[config.mk]
export PLATFORM = sky130hd
export DESIGN_NAME = reset_ctrl
export DESIGN_NICKNAME = d
export VERILOG_FILES = /design/src/rtl/reset_ctrl_pkg.sv /design/src/rtl/reset_sync.sv /design/src/rtl/reset_ctrl.sv
export SDC_FILE = /design/constraint.sdc
export NUM_CORES = 1
export LEC_CHECK = 0
export BUFFER_PORTS_ARGS = -buffer_cell sky130_fd_sc_hd__buf_2
export CAP_MARGIN = 20
export CORE_MARGIN = 10
export CORE_UTILIZATION = 55
export DETAILED_ROUTE_END_ITERATION = 10
export PLACE_DENSITY = 0.83
export REMOVE_ABC_BUFFERS = 1
export SKIP_LAST_GASP = 1
export SLEW_MARGIN = 20
export SYNTH_ARGS = -nofsm -noshare
export SYNTH_HDL_FRONTEND = slang
export SYNTH_SLANG_ARGS = --single-unit
[constraint.sdc]
create_clock -name clk -period 1.9 [get_ports clk]
set_input_delay 0.19 -clock clk [delete_from_list [all_inputs] [get_ports clk]]
set_output_delay 0.19 -clock clk [all_outputs]
set_load 0.01 [all_outputs]
[src/rtl/reset_ctrl_pkg.sv]
// Shared types and helpers for the reset_ctrl run-control stage.
package reset_ctrl_pkg;

    localparam int unsigned STAGES_MAX = 8;
    localparam int unsigned IDX_W      = $clog2(STAGES_MAX);

    typedef enum logic [2:0] {
        ST_RESET   = 3'd0,
        ST_HOLD    = 3'd1,
        ST_RELEASE = 3'd2,
        ST_RUN     = 3'd3,
        ST_DONE    = 3'd4,
        ST_TIMEOUT = 3'd5
    } state_e;

    // Counter width able to hold 0..limit, never narrower than one bit.
    function automatic int unsigned cnt_width(input int unsigned limit);
        return (limit == 0) ? 1 : $clog2(limit + 1);
    endfunction

endpackage

[src/rtl/reset_sync.sv]
// Reset deassertion synchroniser: set asynchronously, released through SYNC_DEPTH flops.
module reset_sync #(
    parameter int unsigned SYNC_DEPTH = 2
) (
    input  logic clk,
    input  logic reset,
    output logic rst_sync
);

    logic [SYNC_DEPTH-1:0] chain;

    always_ff @(posedge clk or posedge reset) begin
        if (reset) begin
            chain <= '1;
        end else begin
            chain <= {chain[SYNC_DEPTH-2:0], 1'b0};
        end
    end

    assign rst_sync = chain[SYNC_DEPTH-1];

endmodule

[src/rtl/reset_ctrl.sv]
// Staged reset release with done handshake; watchdog present when RESET_CTRL_WATCHDOG_EN is defined.
module reset_ctrl
    import reset_ctrl_pkg::*;
#(
    parameter int unsigned HOLD_CYCLES    = 4,
    parameter int unsigned STAGES         = 2,
    parameter int unsigned STAGE_GAP      = 1,
    parameter int unsigned SYNC_DEPTH     = 2,
    parameter int unsigned TIMEOUT_CYCLES = 100
) (
    input  logic              clk,
    input  logic              reset,
    input  logic              sw_reset_req,
    input  logic              done,
    output logic [STAGES-1:0] reset_l_o,
    output logic              running,
    output logic              timeout
);

    localparam int unsigned HOLD_W = cnt_width(HOLD_CYCLES);
    localparam int unsigned GAP_W  = cnt_width(STAGE_GAP);

    if (HOLD_CYCLES < 1 || STAGES < 1 || STAGES > STAGES_MAX ||
        SYNC_DEPTH < 2 || TIMEOUT_CYCLES < 1) begin : g_bad_param
        $error("reset_ctrl: illegal parameter value");
    end

    logic              rst_sync;
    state_e            state, state_nxt;
    logic [HOLD_W-1:0] hold_cnt, hold_cnt_nxt;
    logic [GAP_W-1:0]  gap_cnt, gap_cnt_nxt;
    logic [IDX_W-1:0]  stage_idx, stage_idx_nxt;
    logic [STAGES-1:0] reset_l_nxt;

`ifdef RESET_CTRL_WATCHDOG_EN
    localparam int unsigned WD_W = cnt_width(TIMEOUT_CYCLES);
    logic [WD_W-1:0] wd_cnt, wd_cnt_nxt;
`endif

    reset_sync #(.SYNC_DEPTH(SYNC_DEPTH)) u_sync (
        .clk      (clk),
        .reset    (reset),
        .rst_sync (rst_sync)
    );

    // State, counters and registered outputs.
    always_ff @(posedge clk or posedge reset) begin
        if (reset) begin
            state     <= ST_RESET;
            hold_cnt  <= '0;
            gap_cnt   <= '0;
            stage_idx <= '0;
            reset_l_o <= '0;
            running   <= 1'b0;
`ifdef RESET_CTRL_WATCHDOG_EN
            wd_cnt    <= '0;
            timeout   <= 1'b0;
`endif
        end else begin
            state     <= state_nxt;
            hold_cnt  <= hold_cnt_nxt;
            gap_cnt   <= gap_cnt_nxt;
            stage_idx <= stage_idx_nxt;
            reset_l_o <= reset_l_nxt;
            running   <= (state_nxt == ST_RUN);
`ifdef RESET_CTRL_WATCHDOG_EN
            wd_cnt    <= wd_cnt_nxt;
            timeout   <= (state_nxt == ST_TIMEOUT);
`endif
        end
    end

`ifndef RESET_CTRL_WATCHDOG_EN
    assign timeout = 1'b0;
`endif

    // Next state, counters and reset outputs.
    always_comb begin
        state_nxt     = state;
        hold_cnt_nxt  = hold_cnt;
        gap_cnt_nxt   = gap_cnt;
        stage_idx_nxt = stage_idx;
        reset_l_nxt   = reset_l_o;
`ifdef RESET_CTRL_WATCHDOG_EN
        wd_cnt_nxt    = wd_cnt;
`endif

        if (state != ST_RESET && sw_reset_req) begin
            state_nxt    = ST_HOLD;
            hold_cnt_nxt = '0;
            reset_l_nxt  = '0;
        end else begin
            case (state)
                ST_RESET: begin
                    reset_l_nxt = '0;
                    if (!rst_sync) begin
                        state_nxt    = ST_HOLD;
                        hold_cnt_nxt = '0;
                    end
                end
                ST_HOLD: begin
                    reset_l_nxt = '0;
                    if (hold_cnt == HOLD_W'(HOLD_CYCLES - 1)) begin
                        reset_l_nxt   = STAGES'(1);
                        stage_idx_nxt = '0;
                        gap_cnt_nxt   = '0;
                        if (STAGES == 1) begin
                            state_nxt = ST_RUN;
`ifdef RESET_CTRL_WATCHDOG_EN
                            wd_cnt_nxt = '0;
`endif
                        end else begin
                            state_nxt = ST_RELEASE;
                        end
                    end else begin
                        hold_cnt_nxt = hold_cnt + HOLD_W'(1);
                    end
                end
                ST_RELEASE: begin
                    // Stages release in order, so the release mask is a thermometer code.
                    if (gap_cnt == GAP_W'(STAGE_GAP)) begin
                        gap_cnt_nxt   = '0;
                        stage_idx_nxt = stage_idx + IDX_W'(1);
                        reset_l_nxt   = (reset_l_o << 1) | STAGES'(1);
                        if (stage_idx + IDX_W'(1) == IDX_W'(STAGES - 1)) begin
                            state_nxt = ST_RUN;
`ifdef RESET_CTRL_WATCHDOG_EN
                            wd_cnt_nxt = '0;
`endif
                        end
                    end else begin
                        gap_cnt_nxt = gap_cnt + GAP_W'(1);
                    end
                end
                ST_RUN: begin
                    if (done) begin
                        state_nxt = ST_DONE;
`ifdef RESET_CTRL_WATCHDOG_EN
                    end else if (wd_cnt == WD_W'(TIMEOUT_CYCLES - 1)) begin
                        state_nxt   = ST_TIMEOUT;
                        reset_l_nxt = '0;
                    end else begin
                        wd_cnt_nxt = wd_cnt + WD_W'(1);
`endif
                    end
                end
                ST_DONE:    state_nxt = ST_DONE;
                ST_TIMEOUT: state_nxt = ST_TIMEOUT;
                default: begin
                    state_nxt   = ST_RESET;
                    reset_l_nxt = '0;
                end
            endcase
        end
    end

endmodule

==> flow_summary.json, run 1 <==
{
  "drc_errors": 0,
  "muxShareOfSynthArea_pct": 2.72,
  "fin_crit_ns": 1.73,
  "netlist_instances": 85,
  "synth_top_family_by_area": "simple AND/OR/NAND/NOR gates",
  "final_area_um2": 906,
  "ios": 8,
  "htreeDepth": 1,
  "tightest_slew_ns": 0.536,
  "ys_seq_area_share_pct": 45.6,
  "ys.flop_type": "dfrtp_1",
  "start_util_pct": 60.6,
  "post-place-ws_ns": 0.191,
  "crit_end": "hold_cnt[2]$_DFFE_PP0P_",
  "place.gp.congestion": 0.776,
  "slew-limit-headroom_pct": 64.2,
  "powerDensity_nw_per_um2": 975,
  "cts-root-buf": "clkbuf_4",
  "cts_buffers": 3,
  "vias": 637,
  "numPortBuffers": 6,
  "yosys_warnings": 0,
  "setup.worst_path.start": "hold_cnt[0]$_DFFE_PP0P_",
  "synth_adder_area_share_pct": 6.04,
  "setup_ws_ns": 0.172,
  "reg2reg_slack_ns": 0.17,
  "final_max_slew_viol_count": 0,
  "grtUsageTotal_pct": 9.34,
  "antenna_found_initial": 0,
  "dp_hpwl_um": 1080,
  "whs_ns": 0.198,
  "grt_pass1_wl_um": 2480,
  "layout_common_cells": "13 x dfrtp_1, 6 x inv_1, 6 x nand2_1, 6 x buf_2",
  "wl_um": 1500,
  "placed_cell_area_um2": 870,
  "reg2reg_from": "hold_cnt[0]$_DFFE_PP0P_",
  "synthArstFlopShare_pct": 100,
  "synth-edff-count": 0,
  "status": "finished clean",
  "dr.pass1.iters": 4,
  "antenna_cells": 0,
  "period_share_pct": 90.9,
  "drive_gt1_share_pct": 17.9,
  "cts_tree": "built",
  "clk_pin_slew_ns": 0.08,
  "hold_viol": 0,
  "synth_area_per_cell_um2": 9.74,
  "clk_path_buf_depth": 2,
  "setup_viol": 0,
  "wl_per_cell_um": 13.6,
  "tns_ns": 0,
  "synth-simple-area-share_pct": 22.7,
  "rsz0062_at_grt": "no",
  "hp-class": "in -> reg",
  "drt_iter0_drc": 12,
  "power_mw": 0.884,
  "syn_to_final_growth_pct": 9.37,
  "rows": 13,
  "ff2ff_path_depth": 5,
  "fin_skew_ns": 0.00418,
  "final_common_cell": "dfrtp_1",
  "cp_max_fo": 6,
  "timing.fmax_mhz": 579,
  "core_region_area_um2": 1370,
  "clock_sinks": 15,
  "clock_latency_ns": 0.29,
  "synth-compound-area-share_pct": 15.7,
  "worstSetupEndpointType": "flip-flop",
  "reg2reg_to": "hold_cnt[2]$_DFFE_PP0P_",
  "fillCellCount": 111,
  "die_w_um": 58.8,
  "syn_area_um2": 828,
  "final_nets": 104,
  "maxCapViolCount": 0,
  "synth-xor-area-share_pct": 0,
  "ys_seq_elements": 15,
  "synth.distinct_cells": 33,
  "post_drt_via_cell_ratio": 5.79,
  "required_ns": 2.09,
  "grt_overflow": 0,
  "grt_max_degree": 17,
  "ir_drop_mv": 0.706,
  "startpoint_type": "flip-flop",
  "dieHeight_um": 58.8,
  "leakagePower_nw": 0.440,
  "worstSetupPathType": "reg -> reg",
  "first_global_vias": 567,
  "holdPathStages": 2,
  "ant_nets": 0,
  "worstPathArrival_ns": 1.92,
  "die_area_um2": 3460
}
==> state kept, by name, indices dropped and copies added, names as in the netlist <==
register      flops
u_sync.chain      2
gap_cnt           1
hold_cnt          3
running           1
state             3
stage_idx         3
reset_l_o         2
==> synthesized netlist by cell type, types with 2 or more instances <==
master | n | area [um^2]
dfrtp_1 | 13 | 325
nand2b_1 | 3 | 18.8
o21ai_0 | 3 | 15.0
a21oi_1 | 5 | 25.0
buf_2 | 3 | 15.0
o21bai_1 | 2 | 15.0
nand3b_1 | 4 | 30.0
nor3_1 | 5 | 25.0
nor2b_1 | 5 | 31.3
o31ai_1 | 2 | 15.0
dfstp_2 | 2 | 52.6
nand2_1 | 6 | 22.5
inv_1 | 6 | 22.5
and3b_1 | 2 | 17.5
nor2_1 | 3 | 11.3
ha_1 | 4 | 50.1
==> worst max-delay path, stage by stage (launching register included) <==
cell,delay [ns]
dfrtp_1,0.40
ha_1,0.20
ha_1,0.22
a211oi_1,0.38
o21ai_2,0.14
o31ai_1,0.28
==> kinds of logic (layout without fill, tap and decap cells) <==
logic type	after synthesis	in the layout
other	1	2
multiplexers	2	2
adder cells (fa/ha/maj)	4	4
flip-flops	15	15
buffers and inverters	11	20
AO/OA/AOI/OAI	20	20
AND/OR/NAND/NOR	32	32
==> worst min-delay path by stage <==
stage,startpoint,end,slack (ns)
after detailed placement,reset,state[1]$_DFF_PP0_,0.27
final,sw_reset_req,state[2]$_DFF_PP0_,0.20
after global placement,reset,state[1]$_DFF_PP0_,0.26
after global routing,sw_reset_req,reset_l_o[1]$_DFFE_PP0P_,0.18
after CTS,sw_reset_req,state[2]$_DFF_PP0_,0.18
after floorplan,reset,gap_cnt$_DFFE_PP0P_,0.09
==> through the flow <==
stage | utilization [%] | std cells
floorplan | - | 81
global placement | 63.6 | 105
detailed placement | 63.6 | 105
CTS | 66.3 | 110
global route | 66.3 | 110
finish | 66.3 | 110
==> repair_timing <==
item,4_1_cts,5_1_grt
buffers inserted,0,0
hold buffers,1,0
hold endpoints to repair,13,0
resized for setup,0,0
==> power breakdown <==
group | switching, mW | total, mW | internal (mW)
logic | 0.163 | 0.293 | 0.130
clock network | 0.0966 | 0.178 | 0.0818
registers | 0.0349 | 0.412 | 0.377
total | 0.295 | 0.884 | 0.589
==> final cells by class <==
class	instances	area, um^2	share of cell area, %
well taps	15	18.8	2.07
multi-input cells	60	398	43.9
inverters	6	22.5	2.49
flip-flops and latches	15	378	41.7
clock buffers	4	26.3	2.90
repair buffers	10	62.6	6.91
==> per-layer routing <==
layer	vias to the layer above	part of all wire (%)	GRT usage, %	wire length [um]
met5	-	0	0	0
met4	0	2.1	5.90	32
met3	5	7.4	4.72	111
met2	15	47	13.8	705
met1	303	43	10.3	646
li1	314	-	-	-
Power figures use the tool's default switching activity.
==> run 2: changes to the inputs <==
--- a/config.mk
+++ b/config.mk
@@ -10,10 +10,12 @@
 export CORE_MARGIN = 10
 export CORE_UTILIZATION = 55
 export DETAILED_ROUTE_END_ITERATION = 10
-export PLACE_DENSITY = 0.83
+export PLACE_DENSITY_LB_ADDON = 0.08
+export RECOVER_POWER = 100
 export REMOVE_ABC_BUFFERS = 1
 export SKIP_LAST_GASP = 1
 export SLEW_MARGIN = 20
 export SYNTH_ARGS = -nofsm -noshare
 export SYNTH_HDL_FRONTEND = slang
+export SYNTH_HIERARCHICAL = 1
 export SYNTH_SLANG_ARGS = --single-unit
==> run 2 against run 1 <==
Flip-flop and latch count unchanged. First-iteration DRC count is 83% lower. Global-route usage down 0.95 points. Power decreased by 11%. Cell area shrank 8.6%.
==> flow_summary.json, run 2 <==
{
  "stdcell_count": 102,
  "die_w_um": 57.4,
  "worstSetupPathType": "reg -> reg",
  "maxCapViolCount": 0,
  "synth_most_common_cell": "dfrtp_1",
  "antenna_cells": 0,
  "synthArstFlopShare_pct": 100,
  "syn_to_final_growth_pct": 7.64,
  "cts_tree": "built",
  "worstSetupEndpointType": "flip-flop",
  "grt_pass1_wl_um": 2230,
  "ios": 8,
  "drc_errors": 0,
  "ir_drop_mv": 0.535,
  "period_share_pct": 84.2,
  "dp_hpwl_um": 949,
  "synth-edff-count": 0,
  "ant_nets": 0,
  "htreeDepth": 1,
  "clk_path_buf_depth": 2,
  "cts-resized-gates": 0,
  "numPortBuffers": 6,
  "synth.distinct_cells": 31,
  "setup_viol": 0,
  "dr.pass1.iters": 2,
  "vias": 544,
  "grt_overflow": 0,
  "clock_latency_ns": 0.29,
  "synth_top_area_share_pct": 42.3,
  "dieHeight_um": 57.4,
  "hp-class": "in -> reg",
  "first_global_vias": 532,
  "powerDensity_nw_per_um2": 948,
  "leakagePower_nw": 0.391,
  "dp.cells": 97,
  "wl_per_cell_um": 12.4,
  "antenna_found_initial": 0,
  "netlist_instances": 79,
  "hold_viol": 0,
  "clk_pin_slew_ns": 0.09,
  "post-place-ws_ns": 0.298,
  "rows": 13,
  "start_util_pct": 58.4,
  "ys_seq_area_share_pct": 49.1,
  "die_area_um2": 3300,
  "final_util_pct": 62.9,
  "core_region_area_um2": 1320,
  "synthTopCellsByCount": "13 x dfrtp_1, 11 x nor2_1, 6 x inv_1",
  "final_nets": 96,
  "drt_iter0_drc": 2,
  "grtUsageTotal_pct": 8.38,
  "final_max_slew_viol_count": 0,
  "post_drt_via_cell_ratio": 5.33,
  "startpoint_type": "flip-flop",
  "fin_crit_ns": 1.60,
  "rsz0062_at_grt": "no",
  "ys.flop_type": "dfrtp_1",
  "slew-limit-headroom_pct": 66.7,
  "clock_sinks": 15,
  "fin_skew_ns": 0.00934,
  "synth_area_per_cell_um2": 9.74,
  "worstPathArrival_ns": 1.80,
  "layout_common_cells": "13 x dfrtp_1, 11 x nor2_1, 6 x o21ai_0, 6 x inv_1, 5 x nand2_1",
  "tightest_slew_ns": 0.499,
  "grt_max_degree": 14,
  "cts_buffers": 3,
  "reg_top3": "hold_cnt x3, stage_idx x3, state x3",
  "timing.fmax_mhz": 625,
  "syn_area_um2": 769,
  "yosys-top-cells-area": "dfrtp_1 42%, dfstp_2 6.8%, ha_1 6.5%",
  "yosys_warnings": 6,
  "final_common_cell": "dfrtp_1",
  "status": "finished clean",
  "tns_ns": 0,
  "drive_gt1_share_pct": 14.9,
  "required_ns": 2.10,
  "cts-root-buf": "clkbuf_4",
  "setup_ws_ns": 0.300,
  "cp_max_fo": 4,
  "place.gp.congestion": 0.813,
  "wl_um": 1260,
  "yosysTopAreaCell": "dfrtp_1",
  "ys_seq_elements": 15
}
-- run 2: cell count changes after synthesis, sizes merged, moves of 3 or more --
| cell | delta |
|---|---|
| nor2 | +8 |
| nor2b | -4 |
| nand3b | -3 |
| nor3 | -4 |
| o21ai | +3 |
-- run 2: power by group --
group / switching [mW] / internal, mW / leakage [nW]
Clock: 0.108 / 0.0785 / 0.0177
Sequential: 0.0530 / 0.370 / 0.194
Combinational: 0.0963 / 0.0795 / 0.179
Total: 0.257 / 0.528 / 0.391
-- run 2: path summary, 6_finish.rpt --
path                                           start                         to  slack [ns]  cells after the start
max in group asynchronous                      reset         state[2]$_DFF_PP0_        1.10                      3
min in group asynchronous                      reset        gap_cnt$_DFFE_PP0P_        0.46                      3
min reg2reg                u_sync/chain[0]$_DFF_PP1_  u_sync/chain[1]$_DFF_PP1_        0.36                      0
max                          hold_cnt[0]$_DFFE_PP0P_   reset_l_o[0]$_DFFE_PP0P_        0.30                      5
min                                     sw_reset_req         state[2]$_DFF_PP0_        0.11                      2
max reg2reg                  hold_cnt[0]$_DFFE_PP0P_   reset_l_o[0]$_DFFE_PP0P_        0.30                      5
-- run 2: cell type report --
class / instances / area [um^2]
Timing Repair Buffer: 7 / 36.3
Fill cell: 111 / 489
Clock buffer: 3 / 22.5
Multi-Input combinational cell: 55 / 345
Inverter: 6 / 22.5
Tap cell: 15 / 18.8
Sequential cell: 15 / 378
Clock inverter: 1 / 5.00
-- run 2: logic make-up (layout without fill, tap and decap cells) --
kind of cell / after synthesis / after routing / synth area share [%]
DFF: 15 / 15 / 49.1
and+or+nand+nor: 32 / 32 / 23.7
AOI/OAI and AO/OA: 16 / 16 / 13.0
adders and majority gates: 4 / 4 / 6.50
buffers and inverters: 9 / 17 / 5.53
xor gates and xnor gates: 1 / 1 / 1.14
other: 2 / 2 / 0.976
-- run 2: timing repair --
action / in CTS / in global routing
endpoints found under the hold margin: 15 / 0
hold buffers: 1 / 0
setup buffers: 0 / 0
-- run 2: worst max-delay path, cell delays in order, from the launching register on --
cell and delay, ns:
dfrtp_1 0.40, ha_1 0.20, ha_1 0.21, and3b_1 0.20
o21ai_1 0.26, a21bo_1 0.24
-- run 2: metal layers --
metal,share of wire [%],vias to the layer above,GRT usage [%]
met2,39,8,11.7
met1,52,248,10.5
met5,0,-,0
met4,3.2,0,6.04
met3,5.6,5,2.65
li1,-,283,-
-- run 2: metrics by stage --
step	instance area [um^2]	total power [mW]	hold slack, ns
after floorplan	749	0.566	0.0670
after global placement	798	0.612	0.227
after detailed placement	798	0.617	0.231
after CTS	836	0.799	0.112
after global routing	828	0.841	0.139
final	828	0.785	0.113
